`src/rtl/bus_split_arbiter_pkg.sv`:
```
// Shared bus definitions: arbiter state encoding and master identifiers.
package bus_split_arbiter_pkg;

  localparam logic [2:0] ENC_IDLE    = 3'd0;
  localparam logic [2:0] ENC_M1      = 3'd1;
  localparam logic [2:0] ENC_M2      = 3'd2;
  localparam logic [2:0] ENC_S1_IDLE = 3'd3;
  localparam logic [2:0] ENC_S1_M2   = 3'd4;
  localparam logic [2:0] ENC_S2_IDLE = 3'd5;
  localparam logic [2:0] ENC_S2_M1   = 3'd6;

  typedef enum logic [2:0] {
    ST_IDLE    = ENC_IDLE,
    ST_M1      = ENC_M1,
    ST_M2      = ENC_M2,
    ST_S1_IDLE = ENC_S1_IDLE,
    ST_S1_M2   = ENC_S1_M2,
    ST_S2_IDLE = ENC_S2_IDLE,
    ST_S2_M1   = ENC_S2_M1
  } arb_state_e;

  localparam logic MASTER_M1 = 1'b0;
  localparam logic MASTER_M2 = 1'b1;

  function automatic logic is_suspended(arb_state_e s);
    return (s == ST_S1_IDLE) || (s == ST_S1_M2) ||
           (s == ST_S2_IDLE) || (s == ST_S2_M1);
  endfunction

endpackage

```
`src/rtl/bus_split_arbiter.sv`:
```
// Two-master bus arbiter with round-robin arbitration, single split-transaction
// suspension and a suspension timeout. All outputs come straight from flops.
module bus_split_arbiter
  import bus_split_arbiter_pkg::*;
#(
  parameter int SPLIT_TIMEOUT = 4096,
  parameter int TWIDTH        = 13
) (
  input  logic clk,
  input  logic rstn,
  input  logic m1_breq,
  input  logic m2_breq,
  input  logic split,
  input  logic split_done,
  output logic m1_bgrant,
  output logic m2_bgrant,
  output logic msel,
  output logic m1_split,
  output logic m2_split,
  output logic split_grant,
  output logic split_timeout
);

  arb_state_e        state_q, state_d;
  logic [TWIDTH-1:0] cnt_q, cnt_d;
  logic              pend_q, pend_d;
  logic              last_q, last_d;
  logic              msel_q, msel_d;
  logic              m1_bgrant_q, m1_bgrant_d;
  logic              m2_bgrant_q, m2_bgrant_d;
  logic              m1_split_q, m1_split_d;
  logic              m2_split_q, m2_split_d;
  logic              split_grant_q, split_grant_d;
  logic              split_timeout_q, split_timeout_d;
  logic              expired;

  assign expired = (cnt_q == TWIDTH'(SPLIT_TIMEOUT - 1));

  // Timeout is checked before split_done so a coincident split_done is dropped.
  always_comb begin
    state_d         = state_q;
    pend_d          = pend_q;
    split_grant_d   = 1'b0;
    split_timeout_d = 1'b0;
    unique case (state_q)
      ST_IDLE: begin
        if (m1_breq && (!m2_breq || last_q == MASTER_M2)) state_d = ST_M1;
        else if (m2_breq)                                 state_d = ST_M2;
      end
      ST_M1: begin
        if (split)         state_d = ST_S1_IDLE;
        else if (!m1_breq) state_d = ST_IDLE;
      end
      ST_M2: begin
        if (split)         state_d = ST_S2_IDLE;
        else if (!m2_breq) state_d = ST_IDLE;
      end
      ST_S1_IDLE: begin
        if (expired) begin
          state_d         = ST_IDLE;
          split_timeout_d = 1'b1;
          pend_d          = 1'b0;
        end else if (split_done) begin
          state_d       = ST_M1;
          split_grant_d = 1'b1;
        end else if (m2_breq) begin
          state_d = ST_S1_M2;
        end
      end
      ST_S1_M2: begin
        if (expired) begin
          state_d         = ST_M2;
          split_timeout_d = 1'b1;
          pend_d          = 1'b0;
        end else if (!m2_breq && (pend_q || split_done)) begin
          state_d       = ST_M1;
          split_grant_d = 1'b1;
          pend_d        = 1'b0;
        end else if (!m2_breq) begin
          state_d = ST_S1_IDLE;
        end else if (split_done) begin
          pend_d = 1'b1;
        end
      end
      ST_S2_IDLE: begin
        if (expired) begin
          state_d         = ST_IDLE;
          split_timeout_d = 1'b1;
          pend_d          = 1'b0;
        end else if (split_done) begin
          state_d       = ST_M2;
          split_grant_d = 1'b1;
        end else if (m1_breq) begin
          state_d = ST_S2_M1;
        end
      end
      ST_S2_M1: begin
        if (expired) begin
          state_d         = ST_M1;
          split_timeout_d = 1'b1;
          pend_d          = 1'b0;
        end else if (!m1_breq && (pend_q || split_done)) begin
          state_d       = ST_M2;
          split_grant_d = 1'b1;
          pend_d        = 1'b0;
        end else if (!m1_breq) begin
          state_d = ST_S2_IDLE;
        end else if (split_done) begin
          pend_d = 1'b1;
        end
      end
      default: state_d = ST_IDLE;
    endcase
  end

  // The count spans the whole suspension, including hops between Sx_ states.
  always_comb begin
    cnt_d = '0;
    if (is_suspended(state_d) && is_suspended(state_q)) cnt_d = cnt_q + TWIDTH'(1);
  end

  always_comb begin
    m1_bgrant_d = (state_d == ST_M1) || (state_d == ST_S2_M1);
    m2_bgrant_d = (state_d == ST_M2) || (state_d == ST_S1_M2);
    m1_split_d  = (state_d == ST_S1_IDLE) || (state_d == ST_S1_M2);
    m2_split_d  = (state_d == ST_S2_IDLE) || (state_d == ST_S2_M1);
    msel_d      = m2_bgrant_d ? MASTER_M2 : (m1_bgrant_d ? MASTER_M1 : msel_q);
    last_d      = m2_bgrant_d ? MASTER_M2 : (m1_bgrant_d ? MASTER_M1 : last_q);
  end

  always_ff @(posedge clk or negedge rstn) begin
    if (!rstn) begin
      state_q         <= ST_IDLE;
      cnt_q           <= '0;
      pend_q          <= 1'b0;
      last_q          <= MASTER_M2;
      msel_q          <= 1'b0;
      m1_bgrant_q     <= 1'b0;
      m2_bgrant_q     <= 1'b0;
      m1_split_q      <= 1'b0;
      m2_split_q      <= 1'b0;
      split_grant_q   <= 1'b0;
      split_timeout_q <= 1'b0;
    end else begin
      state_q         <= state_d;
      cnt_q           <= cnt_d;
      pend_q          <= pend_d;
      last_q          <= last_d;
      msel_q          <= msel_d;
      m1_bgrant_q     <= m1_bgrant_d;
      m2_bgrant_q     <= m2_bgrant_d;
      m1_split_q      <= m1_split_d;
      m2_split_q      <= m2_split_d;
      split_grant_q   <= split_grant_d;
      split_timeout_q <= split_timeout_d;
    end
  end

  assign m1_bgrant     = m1_bgrant_q;
  assign m2_bgrant     = m2_bgrant_q;
  assign msel          = msel_q;
  assign m1_split      = m1_split_q;
  assign m2_split      = m2_split_q;
  assign split_grant   = split_grant_q;
  assign split_timeout = split_timeout_q;

endmodule

```
`config.mk`:
```
export PLATFORM = sky130hd
export DESIGN_NAME = bus_split_arbiter
export DESIGN_NICKNAME = d
export VERILOG_FILES = /design/src/rtl/bus_split_arbiter_pkg.sv /design/src/rtl/bus_split_arbiter.sv
export SDC_FILE = /design/constraint.sdc
export NUM_CORES = 1
export LEC_CHECK = 0
export CAP_MARGIN = 20
export CORE_MARGIN = 8
export CORE_UTILIZATION = 60
export CTS_CLUSTER_SIZE = 24
export DETAILED_ROUTE_END_ITERATION = 10
export HOLD_SLACK_MARGIN = 0.15
export PLACE_DENSITY_LB_ADDON = 0.3
export SLEW_MARGIN = 25
export SYNTH_ARGS = -nofsm -noshare
export SYNTH_HDL_FRONTEND = slang
export SYNTH_SLANG_ARGS = --single-unit
export TNS_END_PERCENT = 10
```
`constraint.sdc`:
```
create_clock -name clk -period 3.73 [get_ports clk]
set_input_delay 0.5595 -clock clk [delete_from_list [all_inputs] [get_ports clk]]
set_output_delay 0.5595 -clock clk [all_outputs]
set_load 0.01 [all_outputs]
```
======== Word-level counts from Yosys, hierarchy flattened ========
Cells that the tools add are included.
cells by class
  multiplexer cells ....................... 40
  reductions and logical operators ........ 23
  $add $sub $neg .......................... 1
  equal/unequal tests ..................... 16
operators with widths
  cell                                                                number
  3-bit two-way mux                                                   18
  3-bit one-hot mux with 7 select lines                               1
  3-bit == test (second input constant)                               6
  1-bit two-way mux                                                   18
  13-bit by 1-bit adder with 13-bit output (second input constant)    1
  13-bit by 12-bit == test with 1-bit output (second input constant)  1
  13-bit two-way mux                                                  1
  3-bit by 2-bit == test with 1-bit output (second input constant)    4
  1-bit logical OR                                                    11
  4-bit != test (second input constant)                               2
  3-bit by 1-bit == test with 1-bit output (second input constant)    2
  1-bit one-hot mux with 3 select lines                               2
  1-bit logical AND                                                   4
  4-bit AND reduction                                                 1
  4-bit OR reduction                                                  1
  3-bit zero test                                                     1
  3-bit nonzero test                                                  1
  1-bit zero test                                                     2
  2-bit by 1-bit != test with 1-bit output (second input constant)    1
  2-bit nonzero test                                                  1
  2-bit OR reduction                                                  1
storage, ports and cells
  word-level logic and storage cells ...... 91
  input port bits ......................... 6
  register bits ........................... 25
  output and inout port bits .............. 7

======== Depth between registers and ports, before layout ========
Gate-level depths: netlist (run 1).
  depth in word-level cells ............... 11
  depth in mapped cells ................... 9

======== Worst setup path before layout (run 1) ========
OpenSTA, ideal clock, no wires.
  kind .................................... register to register
  start ................................... register cnt_q[0]
  end ..................................... register cnt_q[3]
  library setup time ...................... 0.140 ns
  data required time ...................... 3.590 ns
  stages on the path, launching flop included .. 10
  slack ................................... 1.382 ns
  arrival time ............................ 2.208 ns
  path buffers ............................ 2
  cells stage by stage .................... dfrtp_1 > ha_1 > nand3_1 > or4_4 > o21ai_2 > or3b_1 > buf_6 > a21oi_4 > buf_6 > nor3_1
on the way
  cells in the longest elaborated chain, start to end .. 9
ends and longest elaborated chain
  element                                                                           line                         RTL
  from (decl)                                                                       bus_split_arbiter.sv:25      logic [TWIDTH-1:0] cnt_q, cnt_d;
  from (signal assigned)                                                            bus_split_arbiter.sv:146     cnt_q <= cnt_d;
  13-bit by 12-bit == test with 1-bit output (*)                                    bus_split_arbiter.sv:37      assign expired = (cnt_q == TWIDTH'(SPLIT_TIMEOUT - 1));
  3-bit two-way mux (on tied branches)                                              n/a
  3-bit one-hot mux with 7 select lines (*)                                         bus_split_arbiter.sv:45      unique case (state_q)
  via state_d[0]                                                                    bus_split_arbiter.sv:24      arb_state_e state_q, state_d;
  3-bit by 2-bit == test with 1-bit output / 3-bit == test (equally long branches)  bus_split_arbiter_pkg.sv:26  return (s == ST_S1_IDLE) || (s == ST_S1_M2) ||
  1-bit logical OR (2 in series)                                                    bus_split_arbiter_pkg.sv:26
  1-bit logical OR (*)                                                              bus_split_arbiter_pkg.sv:27  (s == ST_S2_IDLE) || (s == ST_S2_M1);
  1-bit logical AND (*)                                                             bus_split_arbiter.sv:119     if (is_suspended(state_d) && is_suspended(state_q)) cnt_d = cnt_q + TWIDTH'(1);
  13-bit two-way mux (*)                                                            bus_split_arbiter.sv:119
  via cnt_d[3]                                                                      bus_split_arbiter.sv:25
The timed path passes the listed nets; every way through them passes the cells marked *.
A chain may end at the register's enable or synchronous reset.

======== Worst setup path after layout (run 1) ========
  start ................................... register cnt_q[0]
  end ..................................... register cnt_q[5]
on the way
  cells in the longest elaborated chain, start to end .. 9
ends and longest elaborated chain
  element                                                                           line
  13-bit by 12-bit == test with 1-bit output                                        bus_split_arbiter.sv:37
  3-bit two-way mux (on tied branches)                                              n/a
  3-bit one-hot mux with 7 select lines                                             bus_split_arbiter.sv:45
  3-bit by 2-bit == test with 1-bit output / 3-bit == test (equally long branches)  bus_split_arbiter_pkg.sv:26
  1-bit logical OR (2 in series)                                                    bus_split_arbiter_pkg.sv:26
  1-bit logical OR                                                                  bus_split_arbiter_pkg.sv:27
  1-bit logical AND                                                                 bus_split_arbiter.sv:119
  13-bit two-way mux (*)                                                            bus_split_arbiter.sv:119
  via cnt_d[5]                                                                      bus_split_arbiter.sv:25
Marked as above.

==> impl_metrics.tcl, run 1 <==
set metrics [dict create \
    htree_levels 1 \
    drt-vias-per-instance 6.09 \
    synth_area_leaders "dfrtp_1, xnor2_1, nor3_2" \
    finalPower_uw 1080 \
    hold_viol 0 \
    startpoint_type "flop" \
    core_mm2 0.00223 \
    fin_tns_setup_ns 0 \
    drv_slew 0 \
    synth_edf_count 0 \
    io_buffers 12 \
    final_cell_mix "dfrtp_1, nor2_1, clkdlybuf4s50_1" \
    grt_pass1_wl_mm 4.92 \
    synth_top_family_by_area "simple AND/OR/NAND/NOR gates" \
    setup_violations 0 \
    cts_root_buf "clkbuf_4" \
    num_rows 17 \
    holdBufCountCts 0 \
    post_cts_resized 0 \
    clkLatencyLatePin_ns 0.31 \
    synthArstFlopShare 1.00 \
    ios 13 \
    yosys_warnings 0 \
    n_antenna_cell 0 \
    wl_met2_mm 1.25 \
    track_usage 0.141 \
    synthDominantCellAreaShare 0.420 \
    cts_setup_buffers 0 \
    critPathCaptureType "flop" \
    num_vias 1096 \
    die_w_um 64.8 \
    route.met3.wl_um 157 \
    reg2reg_from "cnt_q[0]" \
    dieHeight_um 64.8 \
    initial_core_util 0.641 \
    ys.flop_type "dfrtp_1" \
    cts_made_buffers 3 \
    cp.arrival_ns 2.87 \
    synthCells 143 \
    firstDrtPassIters 4 \
    rsz0062_at_grt "no" \
    cts_tree "done" \
    required_ns 3.93 \
    period_share 0.714 \
    grt_start_max_net_pins 26 \
    crit_type "reg2reg" \
    post-route-min-period_ns 2.66 \
    syn_nets 150 \
    worst_slew_pin_slew_ns 0.638 \
    synth_area_leader_cell "dfrtp_1" \
    p_per_area_mw_per_mm2 694 \
    synthToLayoutAreaGrowth_pct 9.00 \
    outcome "finished, final reports clean" \
    syn_area_per_cell_um2 10.0 \
    place.gp.congestion 0.924 \
    seq_area_frac_synth 0.438 \
    relSlewSlack 0.571 \
    cp_max_fo 13 \
    wl_per_cell_um 15.0 \
    synthAdderAreaFrac 0.00874 \
    synth_cell_types 45 \
    finClkSkew_ns 0.00927 \
    peakVddDrop_uv 679 \
    synth_xor_area_frac 0.0734 \
    synthSimpleGateAreaFrac 0.281 \
    routed_wl_mm 2.71 \
    nets 160 \
    synthMuxAreaShare 0 \
    synth.ff_latch_count 25 \
    maxCapViolations 0 \
    drive_above_1_share 0.138 \
    ant_nets 0 \
    route.detailed.drc 0 \
    grt_pass1_vias 1088 \
    leakagePower_uw 0.000611 \
    setup.worst_path.start "cnt_q[0]" \
    cts_max_path_buffers 2 \
    cts.reportedPaths.clkPinSlew_ns 0.14 \
    cts.sinks 25 \
    min_path_type "in2async" \
    highest_layer "met4" \
    synth-compound-area-share 0.154 \
    final_common_cell "dfrtp_1" \
    fill_cells 165 \
    die-area_mm2 0.00420 \
    grt_antenna_before_repair 0 \
    met1Wirelength_mm 1.29 \
    syn_area_mm2 0.00143 \
    overflow 0 \
    hpwl_mm 1.96 \
    drtIter0Drc 109 \
    fmax_mhz 375 \
]
[per-stage QoR]
stage                     std cells  cell area, µm²  worst slack, ns  hold slack (ns)   util
final                           180            1560             1.07            0.204  0.699
after global routing            180            1560            0.882            0.252  0.699
after CTS                       180            1560             1.06            0.218  0.699
after detailed placement        176            1530            0.881            0.497  0.686
after global placement          176            1540            0.974            0.490  0.689
after floorplan                 143            1430             1.38            0.264      -
[state kept, by name (all words and copies together), names as in the netlist]
signal,flops
state_q,3
m2_split,1
m1_bgrant,1
pend_q,1
msel,1
m2_bgrant,1
split_grant,1
m1_split,1
last_q,1
cnt_q,13
split_timeout,1
[critical path: stages, from the launching register on]
cell     delay (ns)
dfrtp_1        0.42
ha_1           0.21
nand3_1        0.24
or4_4          0.60
o21ai_2        0.08
or3b_1         0.49
a21oi_4        0.42
nor3_1         0.10
[where the power goes]
group          internal, µW  switching (µW)
clock network          40.1            78.4
registers               338            74.6
logic                   240             312
total                   617             465
[cell families (layout without fill, tap and decap cells)]
kind of cell             after synthesis  in the layout
adder cells (fa/ha/maj)                1              1
AO/OA/AOI/OAI                         30             30
buffers and inverters                 10             19
XOR/XNOR                              12             12
AND/OR/NAND/NOR                       65             65
flip-flops                            25             25
[layer usage]
metal,up-vias,global-route usage
met3,4,0.0344
met4,0,0.0463
met2,21,0.221
li1,529,-
met5,-,0
met1,542,0.187
[final timing paths]
kind / endpoint / slack (ns) / cells past startpoint
max: cnt_q[5] / 1.07 / 7
min: cnt_q[12] / 0.20 / 1
max reg2reg: cnt_q[5] / 1.07 / 7
min reg2reg: cnt_q[0] / 0.51 / 1
max in group asynchronous: last_q / 3.15 / 1
min in group clk: cnt_q[0] / 0.51 / 1
[final cells by class]
cell class | instances | area [µm²] | area share
multi-input cells | 108 | 741 | 0.475
repair buffers | 13 | 123 | 0.0786
flip-flops and latches | 25 | 627 | 0.402
clock inverters | 1 | 5.00 | 0.00321
clock buffers | 3 | 22.5 | 0.0144
well taps | 28 | 35.0 | 0.0225
inverters | 2 | 7.51 | 0.00481
[cell usage after synthesis (3+ instances only)]
| cell type | n |
|---|---|
| buf_6 | 3 |
| xor2_1 | 4 |
| nand2_1 | 9 |
| nand3_1 | 4 |
| o21ai_0 | 4 |
| dfrtp_1 | 24 |
| nor2_1 | 13 |
| nor2b_1 | 4 |
| nand2b_1 | 5 |
| nor3_1 | 8 |
| nand4_1 | 3 |
| nand3b_1 | 3 |
| xnor2_1 | 8 |
| clkbuf_1 | 4 |
| a21oi_1 | 7 |
| nor3_2 | 5 |
Note: power is estimated with default switching activity, not from simulation.
==> run 2: changes to the inputs <==
CORE_UTILIZATION = 51   (was 60)
clock period = 2.3 ns   (was 3.73 ns; I/O delays follow)
==> run 2 against run 1 <==
Sequential power grew 59%. Setup slack lost 1.1 ns. Clock power grew 67%. Non-clock buffer count grew 18. Power grew 87%. Clock skew shrank 0.0021 ns. Routed wire length grew 14%. Hold slack gained 0.16 ns. Cell count grew 12%. Via count grew 6.4%. Critical endpoint is now m2_bgrant.
==> impl_metrics.tcl, run 2 (synthesis results as in run 1) <==
set metrics [dict create \
    drt-vias-per-instance 5.80 \
    maxCapViolations 0 \
    setup_violations 0 \
    gr-usage-met3 0.0323 \
    cts_max_path_buffers 2 \
    grt_use_met1 0.188 \
    num_rows 19 \
    core_mm2 0.00271 \
    place.gp.congestion 0.837 \
    reg.largest.list "cnt_q x13, state_q x3" \
    final_common_cell "dfrtp_1" \
    stdcell_area_mm2 0.00175 \
    grt_antenna_before_repair 0 \
    largest_reg_flops 13 \
    drv_slew 0 \
    place_area_mm2 0.00167 \
    period_share 0.998 \
    min_path_type "in2async" \
    synthToLayoutAreaGrowth_pct 21.9 \
    hpwl_mm 2.14 \
    grt_pass1_wl_mm 5.35 \
    die-area_mm2 0.00476 \
    cts_root_buf "clkbuf_4" \
    worst_slew_pin_slew_ns 0.634 \
    startpoint_type "flop" \
    peakVddDrop_uv 1210 \
    critPathCaptureType "flop" \
    cts_made_buffers 3 \
    fmax_mhz 436 \
    finalPower_uw 2030 \
    outcome "finished, final reports clean" \
    routed_wl_mm 3.09 \
    post-route-min-period_ns 2.30 \
    relSlewSlack 0.578 \
    clkLatencyLatePin_ns 0.32 \
    fin_tns_setup_ns 0 \
    die_w_um 69.0 \
    cts.reportedPaths.clkPinSlew_ns 0.13 \
    firstDrtPassIters 4 \
    p_per_area_mw_per_mm2 1160 \
    drive_above_1_share 0.241 \
    grt_start_max_net_pins 26 \
    wl_per_cell_um 15.4 \
    ios 13 \
    busiest_layer "met2" \
    met2_usage 0.229 \
    n_antenna_cell 0 \
    num_vias 1166 \
    overflow 0 \
    cts.sinks 25 \
    dieHeight_um 69.0 \
    leakagePower_uw 0.000698 \
    required_ns 2.52 \
    io_buffers 12 \
    grt_pass1_vias 1182 \
    nets 178 \
    regMostFlops "cnt_q" \
    cp.arrival_ns 2.52 \
    cp_max_fo 5 \
    multi_input_comb_area_um2 776 \
    seqCellArea_um2 627 \
    hold_viol 0 \
    cts_tree "done" \
    final_cell_mix "dfrtp_1, buf_4, nor2_1" \
    holdBufCountCts 0 \
    fill_cells 226 \
    htree_levels 1 \
    track_usage 0.146 \
    hold-worst-slack_ns 0.365 \
    rsz0062_at_grt "yes" \
    crit_type "reg2reg" \
    initial_core_util 0.528 \
    fin_util 0.644 \
    drtIter0Drc 129 \
    finClkSkew_ns 0.00713 \
    ant_nets 0 \
    route.detailed.drc 0 \
]
[run 2: cell types whose count changed in the layout (fill, tap and decap cells not counted), sizes merged]
cell | previous run | this run
buf | 2 | 19
clkbuf | 3 | 4
clkdlybuf4s50 | 11 | 12
clkinv | 1 | 0
[run 2: area by class of cell]
class | instances | share of cell area
clock buffer | 4 | 0.0151
timing repair buffer | 31 | 0.155
inverter | 2 | 0.00430
sequential | 25 | 0.359
multi-input combinational | 108 | 0.444
tap | 31 | 0.0222
[run 2: path summary, 6_finish.rpt]
kind | start | endpoint | slack [ns] | cells after the start
max | cnt_q[1] | m2_bgrant | 0.005 | 8
max reg2reg | cnt_q[1] | m2_bgrant | 0.005 | 8
min reg2reg | msel | msel | 0.56 | 1
min | rstn | cnt_q[11] | 0.36 | 2
min in group clk | msel | msel | 0.56 | 1
max in group asynchronous | rstn | last_q | 1.63 | 2
[run 2: timing repair]
action / CTS / global route
gates cloned: 0 / 0
pin swaps: 0 / 3
endpoints found under the hold margin: 0 / 0
resized for setup: 2 / 6
endpoints found under the setup margin: 6 / 11
setup buffers: 0 / 2
[run 2: metrics by stage]
step	std cells	worst slack [ns]
floorplan	143	0.00595
global placement	195	-0.0985
detailed placement	195	-0.0840
CTS	199	0.00185
global route	201	-0.0589
finish	201	0.00482
[run 2: routing by layer]
layer  up-vias  wire length, µm
li1        567                -
met1       552             1380
met2        40             1440
met3         7              221
met4         0               51
met5         -                0
[run 2: critical path, stage by stage (launching register included)]
cell     delay, ns
dfrtp_1       0.43
ha_4          0.17
nand3_4       0.07
or4_4         0.58
o21ai_2       0.08
or3b_4        0.43
buf_6         0.14
xnor2_1       0.12
a21o_1        0.19
[run 2: where the power goes]
group / switching, µW / leakage, µW / internal, µW
logic: 592 / 0.000351 / 582
registers: 109 / 0.000332 / 548
clock network: 129 / 0.0000150 / 67.9
==> run 3: changes to the inputs <==
CORE_UTILIZATION = 53   (was 51)
CTS_BUF_LIST = sky130_fd_sc_hd__clkbuf_8   (was not set)
REMOVE_ABC_BUFFERS = 1   (was not set)
==> run 3 against run 2 <==
Hold slack better by 0.021 ns. Largest cell class unchanged. Setup slack better by 0.049 ns. Largest power group unchanged. Final area up 1.3%. Global-route usage up 0.15 points. Clock skew down 0.0025 ns.
==> impl_metrics.tcl, run 3 (synthesis results as in run 1) <==
set metrics [dict create \
    relSlewSlack 0.700 \
    setup_violations 0 \
    cts_setup_buffers 0 \
    hold-worst-slack_ns 0.385 \
    period_share 0.977 \
    finClkSkew_ns 0.00458 \
    firstDrtPassIters 4 \
    p_per_area_mw_per_mm2 1180 \
    fmax_mhz 445 \
    routed_wl_mm 3.01 \
    cts_root_buf "clkbuf_8" \
    swShare 0.391 \
    grt_pass1_vias 1165 \
    holdBufCountCts 0 \
    min_path_type "in2async" \
    post-route-min-period_ns 2.25 \
    cts_tree "done" \
    grt_antenna_before_repair 0 \
    final_cells 203 \
    power_frac_comb 0.564 \
    drtIter0Drc 129 \
    n_antenna_cell 0 \
    nets 180 \
    startpoint_type "flop" \
    peakVddDrop_uv 825 \
    largest_reg_flops 13 \
    outcome "finished, final reports clean" \
    hpwl_mm 2.31 \
    drive_above_1_share 0.244 \
    finalPower_uw 2090 \
    dieHeight_um 68.0 \
    initial_core_util 0.538 \
    cp.arrival_ns 2.41 \
    cts_made_buffers 3 \
    pwr-share-seq 0.317 \
    reg.largest.list "cnt_q x13, state_q x3" \
    rsz0062_at_grt "yes" \
    crit_type "reg2reg" \
    ant_nets 0 \
    place.gp.congestion 0.815 \
    die-area_mm2 0.00462 \
    cp_max_fo 4 \
    final_cell_mix "dfrtp_1, buf_4, nor2_1" \
    fin_tns_setup_ns 0 \
    core_mm2 0.00266 \
    overflow 0 \
    clkLatencyLatePin_ns 0.27 \
    pwr-share-clk 0.119 \
    ios 13 \
    critPathCaptureType "flop" \
    grt_start_max_net_pins 16 \
    placed_cells 199 \
    worst_slew_pin_slew_ns 0.448 \
    route.detailed.drc 0 \
    final_common_cell "dfrtp_1" \
    num_vias 1173 \
    cts_max_path_buffers 2 \
    num_rows 19 \
    hold_viol 0 \
    power.switching_uw 817 \
    drv_slew 0 \
    fin_util 0.664 \
    htree_levels 1 \
    p_int_uw 1270 \
    track_usage 0.147 \
    die_w_um 68.0 \
    wl_per_cell_um 14.8 \
    cts.sinks 25 \
    io_buffers 12 \
    maxCapViolations 0 \
    required_ns 2.46 \
    grt_pass1_wl_mm 5.32 \
    leakagePower_uw 0.000728 \
    regMostFlops "cnt_q" \
    synthToLayoutAreaGrowth_pct 23.5 \
    drt-vias-per-instance 5.78 \
    cts.reportedPaths.clkPinSlew_ns 0.08 \
]
## run 3: cell types whose count changed in the layout (fill, tap and decap cells not counted), moves of 2 or more
| cell | before | now |
|---|---|---|
| clkbuf_4 | 3 | 0 |
| buf_4 | 17 | 20 |
| buf_6 | 2 | 0 |
| clkbuf_8 | 0 | 3 |
## run 3: worst paths after layout
kind	from	to	slack [ns]	cells past startpoint
setup / recovery	cnt_q[0]	m2_bgrant	0.05	8
hold / removal	rstn	cnt_q[12]	0.39	1
setup reg to reg	cnt_q[0]	m2_bgrant	0.05	8
hold reg to reg	cnt_q[0]	cnt_q[0]	0.56	2
max in group asynchronous	rstn	pend_q	1.35	2
min in group clk	cnt_q[0]	cnt_q[0]	0.56	2
## run 3: per-layer routing
| layer | vias up | part of all wire | GRT usage |
|---|---|---|---|
| met1 | 579 | 0.42 | 0.171 |
| met4 | 0 | 0.017 | 0.0537 |
| li1 | 566 | - | - |
| met5 | - | 0 | 0 |
| met3 | 6 | 0.043 | 0.0311 |
| met2 | 22 | 0.52 | 0.259 |
## run 3: metrics by stage
stage	cell area [µm²]	setup slack, ns
6_report	1770	0.0540
5_1_grt	1770	-0.00789
4_1_cts	1750	0.0356
3_5_place_dp	1700	-0.206
3_3_place_gp	1700	-0.128
2_1_floorplan	1380	-0.113
## run 3: area by class of cell
| type | count | area, µm² |
|---|---|---|
| clock buffers | 3 | 41.3 |
| clock inverters | 1 | 3.75 |
| fillers | 210 | 895 |
| inverters | 2 | 7.51 |
| multi-input cells | 108 | 757 |
| flip-flops and latches | 25 | 627 |
| well taps | 31 | 38.8 |
| repair buffers | 33 | 293 |
## run 3: worst max-delay path, cell delays in order, from the launching register on
cell     delay [ns]
dfrtp_1        0.36
ha_2           0.20
nand3_1        0.12
or4_4          0.53
o21ai_2        0.07
or3b_4         0.42
buf_4          0.16
xnor2_1        0.11
a21o_1         0.17
## run 3: power groups by stage
| stage | clock, µW | combinational (µW) | sequential, µW |
|---|---|---|---|
| floorplan | 0 | 613 | 666 |
| global placement | 0 | 1120 | 662 |
| detailed placement | 0 | 1150 | 668 |
| CTS | 262 | 1170 | 658 |
| global route | 280 | 1270 | 676 |
| finish | 248 | 1180 | 662 |
## run 3: what timing repair did
item                                    CTS  global route
resized for setup                         1             4
endpoints found under the setup margin    1            10
gates cloned                              0             0
hold endpoints to repair                  0             0
